[src/rtl/axi_pkg.sv]
// Shared AXI4 definitions: master FSM states, burst/response encodings and
// the fixed cache/prot attributes driven on every request.
package axi_pkg;

  typedef enum logic [2:0] {
    S_IDLE,
    S_AW,
    S_W,
    S_B,
    S_AR,
    S_R,
    S_RSP
  } state_t;

  localparam logic [1:0] BURST_FIXED = 2'b00;
  localparam logic [1:0] BURST_INCR  = 2'b01;
  localparam logic [1:0] BURST_WRAP  = 2'b10;

  localparam logic [1:0] RESP_OKAY   = 2'b00;
  localparam logic [1:0] RESP_EXOKAY = 2'b01;
  localparam logic [1:0] RESP_SLVERR = 2'b10;
  localparam logic [1:0] RESP_DECERR = 2'b11;

  localparam logic [3:0] CACHE_DEFAULT = 4'b0011;
  localparam logic [2:0] PROT_DEFAULT  = 3'b000;

  localparam int unsigned BOUNDARY_BYTES = 4096;

  // Worst-case merge of two AXI responses (higher encoding is worse).
  function automatic logic [1:0] resp_worst(input logic [1:0] a, input logic [1:0] b);
    return (a > b) ? a : b;
  endfunction

endpackage

[src/rtl/axi_master.sv]
// Single-outstanding AXI4 master: converts a command plus simple data streams
// into INCR bursts and reports one completion pulse per command.
module axi_master
  import axi_pkg::*;
#(
  parameter int DATA_WIDTH = 32,
  parameter int ADDR_WIDTH = 16,
  parameter int STRB_WIDTH = DATA_WIDTH / 8,
  parameter int ID_WIDTH   = 8
) (
  input  logic                  clk,
  input  logic                  rst,
  // command
  input  logic                  cmd_valid,
  output logic                  cmd_ready,
  input  logic                  cmd_write,
  input  logic [ADDR_WIDTH-1:0] cmd_addr,
  input  logic [7:0]            cmd_len,
  input  logic [ID_WIDTH-1:0]   cmd_id,
  // write data stream
  input  logic [DATA_WIDTH-1:0] wr_data,
  input  logic [STRB_WIDTH-1:0] wr_strb,
  input  logic                  wr_valid,
  output logic                  wr_ready,
  // read data stream
  output logic [DATA_WIDTH-1:0] rd_data,
  output logic                  rd_last,
  output logic                  rd_valid,
  input  logic                  rd_ready,
  // completion
  output logic                  rsp_valid,
  output logic                  rsp_write,
  output logic [ID_WIDTH-1:0]   rsp_id,
  output logic [1:0]            rsp_resp,
  // AXI4 write address
  output logic [ID_WIDTH-1:0]   m_axi_awid,
  output logic [ADDR_WIDTH-1:0] m_axi_awaddr,
  output logic [7:0]            m_axi_awlen,
  output logic [2:0]            m_axi_awsize,
  output logic [1:0]            m_axi_awburst,
  output logic                  m_axi_awlock,
  output logic [3:0]            m_axi_awcache,
  output logic [2:0]            m_axi_awprot,
  output logic                  m_axi_awvalid,
  input  logic                  m_axi_awready,
  // AXI4 write data
  output logic [DATA_WIDTH-1:0] m_axi_wdata,
  output logic [STRB_WIDTH-1:0] m_axi_wstrb,
  output logic                  m_axi_wlast,
  output logic                  m_axi_wvalid,
  input  logic                  m_axi_wready,
  // AXI4 write response
  input  logic [ID_WIDTH-1:0]   m_axi_bid,
  input  logic [1:0]            m_axi_bresp,
  input  logic                  m_axi_bvalid,
  output logic                  m_axi_bready,
  // AXI4 read address
  output logic [ID_WIDTH-1:0]   m_axi_arid,
  output logic [ADDR_WIDTH-1:0] m_axi_araddr,
  output logic [7:0]            m_axi_arlen,
  output logic [2:0]            m_axi_arsize,
  output logic [1:0]            m_axi_arburst,
  output logic                  m_axi_arlock,
  output logic [3:0]            m_axi_arcache,
  output logic [2:0]            m_axi_arprot,
  output logic                  m_axi_arvalid,
  input  logic                  m_axi_arready,
  // AXI4 read data
  input  logic [ID_WIDTH-1:0]   m_axi_rid,
  input  logic [DATA_WIDTH-1:0] m_axi_rdata,
  input  logic [1:0]            m_axi_rresp,
  input  logic                  m_axi_rlast,
  input  logic                  m_axi_rvalid,
  output logic                  m_axi_rready
);

  localparam logic [2:0] AXSIZE = 3'($clog2(STRB_WIDTH));

  state_t                state_q, state_d;
  logic [ADDR_WIDTH-1:0] addr_q, addr_d;
  logic [7:0]            len_q, len_d;
  logic [7:0]            cnt_q, cnt_d;
  logic [ID_WIDTH-1:0]   id_q, id_d;
  logic                  write_q, write_d;
  logic [1:0]            resp_q, resp_d;
  logic                  perr_q, perr_d;

  logic        run;
  logic        in_idle, in_aw, in_w, in_b, in_ar, in_r, in_rsp;
  logic [31:0] end_off;
  logic        crosses_4k;

  // Burst end offset within its 4 KB page; anything past the page is refused.
  assign end_off    = 32'(cmd_addr[11:0]) + ((32'(cmd_len) + 32'd1) * 32'(STRB_WIDTH));
  assign crosses_4k = end_off > BOUNDARY_BYTES;

  assign run     = !rst;
  assign in_idle = run && (state_q == S_IDLE);
  assign in_aw   = run && (state_q == S_AW);
  assign in_w    = run && (state_q == S_W);
  assign in_b    = run && (state_q == S_B);
  assign in_ar   = run && (state_q == S_AR);
  assign in_r    = run && (state_q == S_R);
  assign in_rsp  = run && (state_q == S_RSP);

  always_ff @(posedge clk) begin
    if (rst) begin
      state_q <= S_IDLE;
      addr_q  <= '0;
      len_q   <= '0;
      cnt_q   <= '0;
      id_q    <= '0;
      write_q <= 1'b0;
      resp_q  <= RESP_OKAY;
      perr_q  <= 1'b0;
    end else begin
      state_q <= state_d;
      addr_q  <= addr_d;
      len_q   <= len_d;
      cnt_q   <= cnt_d;
      id_q    <= id_d;
      write_q <= write_d;
      resp_q  <= resp_d;
      perr_q  <= perr_d;
    end
  end

  always_comb begin
    state_d = state_q;
    addr_d  = addr_q;
    len_d   = len_q;
    cnt_d   = cnt_q;
    id_d    = id_q;
    write_d = write_q;
    resp_d  = resp_q;
    perr_d  = perr_q;
    unique case (state_q)
      S_IDLE: if (cmd_valid && cmd_ready) begin
        addr_d  = cmd_addr;
        len_d   = cmd_len;
        cnt_d   = cmd_len;
        id_d    = cmd_id;
        write_d = cmd_write;
        resp_d  = RESP_OKAY;
        perr_d  = 1'b0;
        if (crosses_4k) begin
          resp_d  = RESP_SLVERR;
          state_d = S_RSP;
        end else begin
          state_d = cmd_write ? S_AW : S_AR;
        end
      end
      S_AW: if (m_axi_awready) state_d = S_W;
      S_W: if (m_axi_wvalid && m_axi_wready) begin
        if (cnt_q == 8'd0) state_d = S_B;
        else               cnt_d   = cnt_q - 8'd1;
      end
      S_B: if (m_axi_bvalid) begin
        resp_d  = m_axi_bresp;
        state_d = S_RSP;
      end
      S_AR: if (m_axi_arready) state_d = S_R;
      S_R: if (m_axi_rvalid && m_axi_rready) begin
        resp_d = resp_worst(resp_q, m_axi_rresp);
        if (cnt_q != 8'd0) cnt_d = cnt_q - 8'd1;
        // A beat-count/rlast disagreement overrides whatever the slave reported.
        if (m_axi_rlast) begin
          state_d = S_RSP;
          if (cnt_q != 8'd0 || perr_q) resp_d = RESP_SLVERR;
        end else if (cnt_q == 8'd0) begin
          perr_d = 1'b1;
        end
      end
      S_RSP: state_d = S_IDLE;
      default: state_d = S_IDLE;
    endcase
  end

  // Command / stream side
  assign cmd_ready = in_idle;
  assign wr_ready  = in_w && m_axi_wready;
  assign rd_data   = in_r ? m_axi_rdata : '0;
  assign rd_last   = in_r && m_axi_rlast;
  assign rd_valid  = in_r && m_axi_rvalid;
  assign rsp_valid = in_rsp;
  assign rsp_write = write_q;
  assign rsp_id    = id_q;
  assign rsp_resp  = resp_q;

  // Write address: fields come straight from the latched command registers.
  assign m_axi_awid    = id_q;
  assign m_axi_awaddr  = addr_q;
  assign m_axi_awlen   = len_q;
  assign m_axi_awsize  = run ? AXSIZE : 3'd0;
  assign m_axi_awburst = run ? BURST_INCR : 2'b00;
  assign m_axi_awlock  = 1'b0;
  assign m_axi_awcache = run ? CACHE_DEFAULT : 4'd0;
  assign m_axi_awprot  = PROT_DEFAULT;
  assign m_axi_awvalid = in_aw;

  assign m_axi_wdata   = in_w ? wr_data : '0;
  assign m_axi_wstrb   = in_w ? wr_strb : '0;
  assign m_axi_wlast   = in_w && (cnt_q == 8'd0);
  assign m_axi_wvalid  = in_w && wr_valid;

  assign m_axi_bready  = in_b;

  assign m_axi_arid    = id_q;
  assign m_axi_araddr  = addr_q;
  assign m_axi_arlen   = len_q;
  assign m_axi_arsize  = run ? AXSIZE : 3'd0;
  assign m_axi_arburst = run ? BURST_INCR : 2'b00;
  assign m_axi_arlock  = 1'b0;
  assign m_axi_arcache = run ? CACHE_DEFAULT : 4'd0;
  assign m_axi_arprot  = PROT_DEFAULT;
  assign m_axi_arvalid = in_ar;

  assign m_axi_rready  = in_r && rd_ready;

  // IDs are not checked: only one transaction is ever in flight.
  logic unused_ids;
  assign unused_ids = ^{m_axi_bid, m_axi_rid};

endmodule

[config.mk]
export PLATFORM = sky130hd
export DESIGN_NAME = axi_master
export DESIGN_NICKNAME = d
export VERILOG_FILES = /design/src/rtl/axi_pkg.sv /design/src/rtl/axi_master.sv
export SDC_FILE = /design/constraint.sdc
export NUM_CORES = 1
export LEC_CHECK = 0
export ABC_CLOCK_PERIOD_IN_PS = 2550
export CAP_MARGIN = 20
export CORE_AREA = 2 2 122 124
export DETAILED_ROUTE_END_ITERATION = 8
export DIE_AREA = 0 0 124 126
export PLACE_DENSITY = 0.76
export SLEW_MARGIN = 25
export SYNTH_ARGS = -nofsm -noshare
export SYNTH_HDL_FRONTEND = slang
export SYNTH_SLANG_ARGS = --single-unit
[constraint.sdc]
create_clock -name clk -period 2.55 [get_ports clk]
set_input_delay 0.51 -clock clk [delete_from_list [all_inputs] [get_ports clk]]
set_output_delay 0.51 -clock clk [all_outputs]
set_load 0.02 [all_outputs]
Word-level counts from Yosys, hierarchy flattened --
Index checks and enable logic that the tools add are counted.
Operators by class: add/subtract/negate cells 3, order comparisons 2, eq/ne operators 18, mux-type cells 36, reduce and logical (&&, ||, !) cells 29
Operators by type and width (count):
- 32-bit 2-to-1 mux | 2
- 8-bit 2-to-1 mux | 5
- 3-bit 2-to-1 mux | 10
- 8-bit one-hot mux with 3 select lines | 1
- 2-bit 2-to-1 mux | 9
- 3-bit one-hot mux with 6 select lines | 1
- 1-bit logical AND | 16
- 12-bit by 11-bit adder with 13-bit output | 1
- 13-bit greater-than comparator (second input constant) | 1
- 2-bit by 1-bit inequality test with 1-bit output (second input constant) | 6
- 2-bit inequality test (second input constant) | 6
- 8-bit by 1-bit adder with 9-bit output (second input constant) | 1
- 3-bit equality test (second input constant) | 3
- 8-bit zero test | 1
- 8-bit AND reduction | 1
- 8-bit nonzero test | 1
- 8-bit by 1-bit subtractor with 8-bit output (second input constant) | 1
- 3-bit by 2-bit equality test with 1-bit output (second input constant) | 2
- 2-bit one-hot mux with 3 select lines | 1
- 6-bit AND reduction | 1
- 3-bit nonzero test | 2
- 1-bit 2-to-1 mux | 5
- 5-bit AND reduction | 1
- 4-bit 2-to-1 mux | 1
- other kinds (9) | 9
Word-level totals: bits in registers 47, logic and storage cells 96

Logic depth before layout (Yosys ltp) --
Gate-level depths: netlist of the first run.
word-level depth 6, mapped depth 11, depth with buffers taken out 11

Worst setup path before layout of the first run --
OpenSTA, ideal clock, no wires.
kind in2reg, from input cmd_len[4], to register state_q[2], arrival time 2547 ps, data required time 2412 ps, path slack -135 ps, stages 11, buffers on the path 0, path through and3_1 -> nand3_1 -> or2_2 -> xnor2_1 -> ha_1 -> nand2b_1 -> o22ai_1 -> a2111oi_0 -> o211ai_1 -> o2111ai_1 -> o221ai_1
On the way: cells in the longest elaborated chain, start to end 6
Ends and longest elaborated chain:
- from (decl) | line axi_master.sv:18 | input logic [7:0] cmd_len,
- 8-bit by 1-bit adder with 9-bit output | line axi_master.sv:94 | assign end_off = 32'(cmd_addr[11:0]) + ((32'(cmd_len) + 32'd1) * 32'(STRB_WIDTH));
- 12-bit by 11-bit adder with 13-bit output | line axi_master.sv:94
- 13-bit greater-than comparator | line axi_master.sv:95 | assign crosses_4k = end_off > BOUNDARY_BYTES;
- 3-bit 2-to-1 mux | line axi_master.sv:146 | if (crosses_4k) begin
- 3-bit 2-to-1 mux | line axi_master.sv:138 | S_IDLE: if (cmd_valid && cmd_ready) begin
- 3-bit one-hot mux with 6 select lines | line axi_master.sv:137 | unique case (state_q)
- to (signal assigned) | line axi_master.sv:117 | state_q <= state_d;
- to (decl) | line axi_master.sv:79 | state_t state_q, state_d;
No other way between the ends. The select of a mux whose other input is x is not followed. A chain may end at the register's enable or synchronous reset.

Final worst setup path of the first run --
from input cmd_len[0], to register state_q[2]
The elaborated chain is that of the path after synthesis.

==> results of run 1 <==
==> synthesized netlist by cell type (2+ instances only) <==
| master | count |
|---|---|
| sky130_fd_sc_hd__nor3_1 | 11 |
| sky130_fd_sc_hd__o31ai_1 | 2 |
| sky130_fd_sc_hd__o21a_1 | 4 |
| sky130_fd_sc_hd__a21oi_1 | 23 |
| sky130_fd_sc_hd__a21o_1 | 2 |
| sky130_fd_sc_hd__xnor2_1 | 5 |
| sky130_fd_sc_hd__clkbuf_1 | 24 |
| sky130_fd_sc_hd__buf_4 | 67 |
| sky130_fd_sc_hd__and2_1 | 74 |
| sky130_fd_sc_hd__nor3b_1 | 2 |
| sky130_fd_sc_hd__xor2_1 | 4 |
| sky130_fd_sc_hd__dfxtp_1 | 47 |
| sky130_fd_sc_hd__nand2_1 | 95 |
| sky130_fd_sc_hd__a31oi_1 | 4 |
| sky130_fd_sc_hd__nor2_1 | 22 |
| sky130_fd_sc_hd__o21ai_0 | 47 |
| sky130_fd_sc_hd__ha_1 | 16 |
| sky130_fd_sc_hd__o211ai_1 | 4 |
| sky130_fd_sc_hd__o22ai_1 | 2 |
| sky130_fd_sc_hd__nand3_1 | 6 |
| sky130_fd_sc_hd__buf_2 | 2 |
| sky130_fd_sc_hd__inv_1 | 10 |
| sky130_fd_sc_hd__nor4_1 | 4 |
| sky130_fd_sc_hd__and3_1 | 5 |
| sky130_fd_sc_hd__o21ai_2 | 2 |
| sky130_fd_sc_hd__nand2b_1 | 7 |
| sky130_fd_sc_hd__o2111ai_1 | 2 |
==> layer usage <==
layer	global-route usage [%]	vias to the layer above	wire length, microns
met5	0	-	0
met4	5.22	0	303
met3	3.71	16	1100
met2	32.5	215	7720
met1	20.0	1996	5530
li1	-	2203	-
==> flip-flops by register name (all words and copies together) (netlist names) <==
register,cells
m_axi_arlen,8
rsp_write,1
cnt_q,8
m_axi_araddr,16
rsp_resp,2
perr_q,1
m_axi_arid,8
state_q,3
==> worst paths after layout <==
path | startpoint | endpoint | slack [ns]
setup / recovery | cmd_len[0] | state_q[2] | 0.05
hold / removal | cnt_q[1] | cnt_q[1] | 0.47
setup reg to reg | cnt_q[0] | state_q[1] | 0.39
hold reg to reg | cnt_q[1] | cnt_q[1] | 0.47
==> placed cells by master, fill, tap and decap left out, types with 3 or more instances in the layout <==
cell type,synthesis,final
sky130_fd_sc_hd__dfxtp_1,47,47
sky130_fd_sc_hd__a21oi_1,23,19
sky130_fd_sc_hd__clkbuf_16,0,5
sky130_fd_sc_hd__inv_1,10,10
sky130_fd_sc_hd__buf_12,0,3
sky130_fd_sc_hd__xnor2_2,0,3
sky130_fd_sc_hd__ha_1,16,10
sky130_fd_sc_hd__nor3_1,11,10
sky130_fd_sc_hd__and3_1,5,4
sky130_fd_sc_hd__dlygate4sd2_1,0,6
sky130_fd_sc_hd__o21ai_0,47,45
sky130_fd_sc_hd__clkbuf_2,0,68
sky130_fd_sc_hd__nand2b_1,7,7
sky130_fd_sc_hd__buf_4,67,57
sky130_fd_sc_hd__conb_1,1,18
sky130_fd_sc_hd__nor2_1,22,19
sky130_fd_sc_hd__a21oi_2,0,3
sky130_fd_sc_hd__clkdlybuf4s15_1,0,5
sky130_fd_sc_hd__buf_6,0,5
sky130_fd_sc_hd__and2_1,74,73
sky130_fd_sc_hd__clkdlybuf4s50_1,0,180
sky130_fd_sc_hd__ha_4,0,3
sky130_fd_sc_hd__o21a_1,4,4
sky130_fd_sc_hd__nor4_1,4,3
sky130_fd_sc_hd__xor2_1,4,3
sky130_fd_sc_hd__dlymetal6s2s_1,0,10
sky130_fd_sc_hd__o211ai_1,4,4
sky130_fd_sc_hd__ha_2,0,3
sky130_fd_sc_hd__nand2_1,95,95
sky130_fd_sc_hd__a31oi_1,4,4
sky130_fd_sc_hd__nand3_1,6,4
==> logic make-up (layout without fill, tap and decap cells) <==
group | after synthesis | in the layout | share of synthesized area [%]
adders and majority gates | 17 | 17 | 5.85
and+or+nand+nor | 238 | 238 | 32.3
buffers and inverters | 104 | 357 | 17.1
other | 1 | 20 | 0.0996
muxes | 1 | 1 | 0.299
DFF | 47 | 47 | 25.0
AOI/OAI and AO/OA | 106 | 106 | 17.2
xor gates and xnor gates | 9 | 9 | 2.09
==> power breakdown <==
group / internal, W / switching, W
logic: 0.00113 / 0.00123
clock network: 0.000467 / 0.000321
registers: 0.000900 / 0.000147
total: 0.00250 / 0.00170
==> final cells by class <==
type / count / area [sq um] / area share (%)
clock buffer: 5 / 125 / 1.84
multi-input combinational: 389 / 2470 / 36.3
timing repair buffer: 338 / 2950 / 43.4
clock inverter: 3 / 46.3 / 0.680
inverter: 11 / 41.3 / 0.606
sequential: 47 / 941 / 13.8
tap: 184 / 230 / 3.38
antenna: 2 / 5.00 / 0.0735
==> through the flow <==
step | setup WS (ns) | setup TNS [ns]
after floorplan | -0.0418 | -0.0418
after global placement | -0.702 | -18.38
after detailed placement | -0.778 | -19.65
after CTS | 0.000207 | 0
after global routing | -0.0431 | -0.0973
final | 0.0451 | 0
==> timing repair <==
item / 4_1_cts / 5_1_grt
resized for setup: 113 / 185
setup endpoints to repair: 80 / 85
cloned: 0 / 0
pin swaps: 17 / 21
setup buffers: 5 / 1
==> worst max-delay path: stages <==
cell and delay, ns:
sky130_fd_sc_hd__buf_8 0.09, sky130_fd_sc_hd__and3_4 0.18, sky130_fd_sc_hd__nand3_2 0.06, sky130_fd_sc_hd__buf_4 0.15, sky130_fd_sc_hd__xnor2_2 0.13, sky130_fd_sc_hd__buf_4 0.13, sky130_fd_sc_hd__ha_1 0.32, sky130_fd_sc_hd__buf_4 0.16
sky130_fd_sc_hd__nor4_1 0.26, sky130_fd_sc_hd__o211ai_1 0.20, sky130_fd_sc_hd__buf_4 0.17, sky130_fd_sc_hd__o2111ai_1 0.16, sky130_fd_sc_hd__o221ai_1 0.13
==> flow_results.org, run 1 <==
** Timing
- Max Slew Vio Count :: 0
- For the final database, setup skew stands at 0.0120 ns.
- FMAX :: 399 MHz
- RSZ-0062 raised after global routing :: true
- Setup violations remaining at the end of the flow were counted as 0.
- In the finished design, the share of the clock period the worst path needs comes to 98.2%.
- Minimum clock period after layout :: 2.50 ns
- Hold Violations, Final :: 0
- Final Hold Slack :: 0.470 ns

** Die
- Pin placement for this block handled 312 I/O pins.
- Number of cell rows :: 44
- Overall die area :: about 0.016 sq mm
- The floorplan step defined a core boundary enclosing 0.0143 sq mm.
- Die width :: 124 microns
- Measured along the y axis, the die boundary spans 126 microns.
- Effective utilization at floorplan :: roughly a quarter

** Global routing
- Overall track demand over capacity in global routing :: 17.6%
- The via count of the first global-routing pass is ~4200.
- The first global-routing pass estimated 21700 microns of wire.
- Total grt overflow :: 0
- Number of antenna violations at the first check in global routing :: 2
- Entering global routing, the biggest net connects 45 pins.

** Logic synthesis
- After synthesis, the mean cell area works out to slightly above 7 sq um.
- After synthesis, the share of flip-flops with an asynchronous set or reset is 0%.
- Top post-synthesis cells by area :: sky130_fd_sc_hd__dfxtp_1 25%, sky130_fd_sc_hd__buf_4 13%, sky130_fd_sc_hd__and2_1 12%
- Warnings, synthesis :: 0
- The share of the Yosys chip area taken by registers is 25.0%.
- In this run, synthesis produced a sequential element count of 47.
- Most common flop cell mapped by yosys :: sky130_fd_sc_hd__dfxtp_1
- Synthesis produced a netlist whose cell count is 523.
- Count of different cell masters after synthesis :: 57
- The mapped netlist covers 0.00376 sq mm.
- The biggest area contributor in the post-synthesis netlist is sky130_fd_sc_hd__dfxtp_1.
- The synthesized design devotes to its leading area cell type 25.0% of total area.
- The synthesized design contains 0 enable-type register cells.

** Power
- Power spread over the standard cell area amounts to 616 mW/mm^2.
- Total power after layout :: 0.00420 W
- Leakage power of the design :: a little under 3 nW
- Across the VDD grid, the largest voltage drop is just under 0.3 mV.

** Clocking
- For the worst-skew pair, the clock arrives at the later sink with an insertion delay of 0.30 ns.
- Hold repair after CTS inserted 0 buffers.
- TritonCTS built the clock tree.
- Total number of H-tree levels :: 2
- Clock input transition at the sequential cells of the worst setup and hold paths :: 0.08 ns
- The longest clock path from root to sink contains 2 buffers.
- For this design, the sink count on the clock tree is 47.
- Clock buffer count from CTS :: 5
- Clock tree synthesis selected as its root buffer the cell sky130_fd_sc_hd__clkbuf_16.

** Route
- Remaining design rule violation count :: 0
- Total length of routed wires :: 14600 microns
- Detail-routed net length per standard cell :: roughly 15 microns
- Remaining antenna violation count :: 0
- Total via count after detailed routing :: about 4400
- In the routed layout, each cell is associated on average with a via count of 4.53.
- The first detailed-routing pass ran for 4 iterations.
- Initial drt markers :: ~160

** Worst setup path
- The worst setup path is captured at a register.
- Along the worst path, the maximum fanout reaches 4.
- The worst register-to-register path has a depth of 8.
- Data on the critical path is required at its endpoint by around 2.7 ns.
- The worst setup path is of the input pin to register kind.
- The worst setup path is launched from an input pin.
- Data on the critical path arrives at its endpoint at 2.68 ns.

** Place
- Final HPWL DP :: ~11000 microns
- Once placement completed, the tool counted placed cells totaling 963.
- Weighted congestion reported at the end of routability-driven placement :: 0.900
- In this run the cell area measured after placement is 0.00669 sq mm.
- Number of I/O port buffers :: 277

** Finish
- Fraction of final layout cells with drive strength greater than 1 :: 23.8%
- The count of cells in the finished layout, fillers not included, comes to 979.
- For this run, the post-layout net count is 941.
- Cells fill 47.6% of the core in the end.
- Final Cell Area :: 0.00681 sq mm
- After filler insertion, the fill cell instance count of the layout stands at around 1400.
- Synthesis-to-layout area growth :: 81.0%

** Hold path
- Path type of the worst min-delay path :: register to register
- The worst hold path was traced through 2 stages.

** Flow run
- Across the run, the number of max-cap violations was 0.

** Run status
- Run status :: completed
Power figures use the tool's default switching activity.
==> run 2, diff against run 1 <==
--- a/config.mk
+++ b/config.mk
@@ -5,7 +5,6 @@
 export SDC_FILE = /design/constraint.sdc
 export NUM_CORES = 1
 export LEC_CHECK = 0
-export ABC_CLOCK_PERIOD_IN_PS = 2550
 export CAP_MARGIN = 20
 export CORE_AREA = 2 2 122 124
 export DETAILED_ROUTE_END_ITERATION = 8
==> results of run 2 <==
Same layout as run 1: the final DEF is identical, and so are final timing and power.
==> run 3, diff against run 2 <==
--- a/config.mk
+++ b/config.mk
@@ -5,11 +5,11 @@
 export SDC_FILE = /design/constraint.sdc
 export NUM_CORES = 1
 export LEC_CHECK = 0
-export CAP_MARGIN = 20
+export CAP_MARGIN = 0
 export CORE_AREA = 2 2 122 124
 export DETAILED_ROUTE_END_ITERATION = 8
 export DIE_AREA = 0 0 124 126
-export PLACE_DENSITY = 0.76
+export PLACE_DENSITY_LB_ADDON = 0.08
 export SLEW_MARGIN = 25
 export SYNTH_ARGS = -nofsm -noshare
 export SYNTH_HDL_FRONTEND = slang
==> run 3 against run 2 <==
Cell count up 0.31%. Design area increased by 2.2%. Global-route usage increased by 1.2 points. Register-to-register slack worse by 0.07 ns. Combinational power is 5% higher. Count of clock-buffer cells in the layout is 3 higher. Largest cell class unchanged. Power is 0.48% higher. Critical path type unchanged.
==> flow_results.org, run 3 (synthesis gave the netlist of run 1 again) <==
** Power
- Power density normalized to cell area :: 605 mW/mm^2
- Internal power comes to 0.00253 W.
- Net switching is 40.0% of the power.
- Combinational cells account for 58.8% of the total power.
- Leakage power of the design :: 3.05 nW
- The clock network accounts for ~17% of the total power.
- Overall power consumption after layout is estimated at 0.00422 W.
- Per report_power, the sequential group accounts for 24.7% of the total.
- For this design the total switching power over the nets is 0.00169 W.
- Worst vdd ir :: 0.276 mV

** Worst setup path
- The critical path in this run is classified as input pin to register.
- The largest individual stage delay along the critical path comes from the cell sky130_fd_sc_hd__ha_2.
- Largest stage delay on the critical path :: 0.35 ns
- Walking the worst path, the cells encountered are buf_8 -> ha_4 -> nand3_4 -> nor2_4 -> xor2_1 -> ha_2 -> a21oi_2 -> o22ai_2 -> a2111oi_2 -> o211ai_1 -> o2111ai_1 -> o221ai_1.
- Number of cell instances on the worst register-to-register path :: 9
- Timing startpoint of the critical path :: cmd_len[1]
- Kind of end point of the critical path :: register
- The worst setup path is launched from an input pin.
- Critical R2R Capture :: rsp_resp[0]
- The startpoint identified for the worst register-to-register timing path is cnt_q[0].
- Along the worst path, the maximum fanout reaches 5.
- R2R setup slack :: roughly 0.32 ns
- Crit path arrival time :: around 2.7 ns
- Required time reported for the critical path endpoint :: 2.71 ns

** Die
- Overall die area :: 0.0156 sq mm
- The die is 124 microns wide.
- In this run the vertical extent of the chip is 126 microns.
- The core region is 0.0143 sq mm.
- In this run the core area contains 44 standard-cell rows.
- Effective utilization at floorplan :: 26.3%
- Number of I/O pins :: 312

** Place
- Weighted congestion reported at the end of routability-driven placement :: between 0.8 and 0.9
- Number of I/O port buffers :: 277
- Final HPWL DP :: 12700 microns

** Route
- Dividing the detail-routed wire length by the instance count gives 15.8 microns.
- After detailed routing, the met3 layer carries 1220 microns of wire.
- In the final routing, the length of wire on met1 measures 5480 microns.
- Total length of routed wires :: 15500 microns
- For this run, design rule violations remaining after detail routing come to 0.
- The first detailed-routing pass took 4 iterations.
- Top layer reached by signal wires :: met4
- Routed wire length on met2 :: 8540 microns
- The first routing iteration left about 170 violations.
- Total via count after detailed routing :: 4474
- In this run the remaining antenna-violating nets after routing total 0.
- In the routed layout, each cell is associated on average with a via count of 4.56.

** Timing
- Static timing analysis puts the maximum clock frequency at 393 MHz.
- Setup clock skew after layout :: 0.00322 ns
- Worst slew margin relative to its limit :: about two thirds
- Post-route clock period utilization :: around 100%
- Final Hold Slack :: 0.460 ns
- RSZ-0062 raised after global routing :: true
- At the pin with the least slew margin, the transition time is 0.500 ns.
- Minimum clock period after layout :: between 2 and 3 ns
- The final count of hold timing violations came to 0.
- Setup violations remaining at the end of the flow were counted as 0.
- Max Slew Vio Count :: 0

** Finish
- Core Util, Final :: 48.7%
- Relative to the synthesized area, the layout overhead comes to 85.1%.
- In the final design database the tool counted 946 nets.
- Count of inserted antenna diode cells :: 0
- Flip-flop count of the largest register after layout :: 16
- Most frequent standard cell in the layout excluding fill and tap cells :: sky130_fd_sc_hd__clkdlybuf4s50_1
- Top library cells by usage in the layout, fill and taps aside :: 188 x sky130_fd_sc_hd__clkdlybuf4s50_1, 94 x sky130_fd_sc_hd__nand2_1, 73 x sky130_fd_sc_hd__and2_1
- Cells with a size suffix above 1 make up 21.7% of the layout.

** Global routing
- Global routing finished with a remaining overflow of 0.
- Overall track demand over capacity in global routing :: 18.8%
- The via count of the first global-routing pass is 4387.
- Pin count of the biggest net entering global routing :: 52
- The number of antenna violations at the first check in global routing was 0.
- Global-route wire length before repair :: 22800 microns

** Clocking
- TritonCTS clock tree :: yes
- Clock tree synthesis found a total of 47 sinks.
- Clock buffer count from CTS :: 5
- Insertion delay to the later sink of the worst-skew pair :: 0.29 ns
- After clock tree synthesis, the clock-pin slew on the worst setup and hold paths is 0.07 ns.
- The cell sitting at the root of the clock tree is a sky130_fd_sc_hd__clkbuf_16.
- Max Root-Sink Buffers :: 2
- Buffers inserted to repair hold after CTS numbered 0.
- Total number of H-tree levels :: 2

** Flow run
- Number of violations of the max-capacitance limit :: 0

** Hold path
- The worst hold path belongs to the class register to register.
- The worst hold path passes through 2 cells.
- Hold Crit Endpoint :: m_axi_arlen[0]
- In this run the most critical hold path is launched from m_axi_arlen[0].

** Run status
- The run finished with clean final reports.
run 3: cell types whose count changed in the layout (fill, tap and decap cells not counted), sizes merged:
cell           before  now
dlygate4sd2         6   37
clkbuf             73   46
clkdlybuf4s50     180  188
dlymetal6s2s       10    2
buf                69   75
clkdlybuf4s15       5    3
diode               2    0
bufinv              1    0
clkinvlp            1    0
inv                11   10
run 3: routing by layer:
| metal | track usage (%) | up-vias |
|---|---|---|
| met5 | 0 | - |
| met4 | 4.43 | 0 |
| met3 | 5.57 | 15 |
| met2 | 36.5 | 193 |
| met1 | 19.3 | 2051 |
| li1 | - | 2215 |
run 3: worst max-delay path by stage:
stage / endpoint / depth (start not counted)
finish: state_q[2] / 12
CTS: state_q[2] / 12
floorplan: state_q[2] / 11
detailed placement: state_q[2] / 12
global placement: state_q[2] / 12
global route: state_q[2] / 11
run 3: timing repair:
item | in CTS | in global routing
setup buffers | 4 | 2
gates cloned | 0 | 0
pin swaps | 19 | 25
setup endpoints to repair | 78 | 45
gates resized for setup | 131 | 113
run 3: cell type report:
type	instances	area (sq um)
Multi-Input combinational cell	389	2520
Inverter	11	41.3
Sequential cell	47	941
Tap cell	184	230
Clock buffer	8	156
Timing Repair Buffer	343	3070
Fill cell	1423	7350
run 3: worst max-delay path: cells and delay by family:
kind | cells | cell delay (ns)
compound gates | 6 | 1.15
xor+xnor | 1 | 0.21
fa+ha+maj | 2 | 0.51
buf+inv | 1 | 0.09
simple gates | 2 | 0.24
run 3: per-stage QoR:
stage          area (sq um)   TNS, ns  setup WS, ns  instances
6_report               6970         0       0.00499        982
5_1_grt                6970    -0.329        -0.145        982
4_1_cts                6890  -0.00691      -0.00691        980
3_5_place_dp           6730    -18.71        -0.865        969
3_3_place_gp           6730    -18.43        -0.804        969
2_1_floorplan          3840   -0.0418       -0.0418        540
run 3: power by group through the flow:
stage | clock network, W | registers [W] | logic, W
finish | 0.000699 | 0.00104 | 0.00248
global route | 0.000747 | 0.00107 | 0.00269
CTS | 0.000720 | 0.00104 | 0.00243
detailed placement | 0 | 0.00106 | 0.00242
global placement | 0 | 0.00104 | 0.00241
floorplan | 0 | 0.00116 | 0.00127
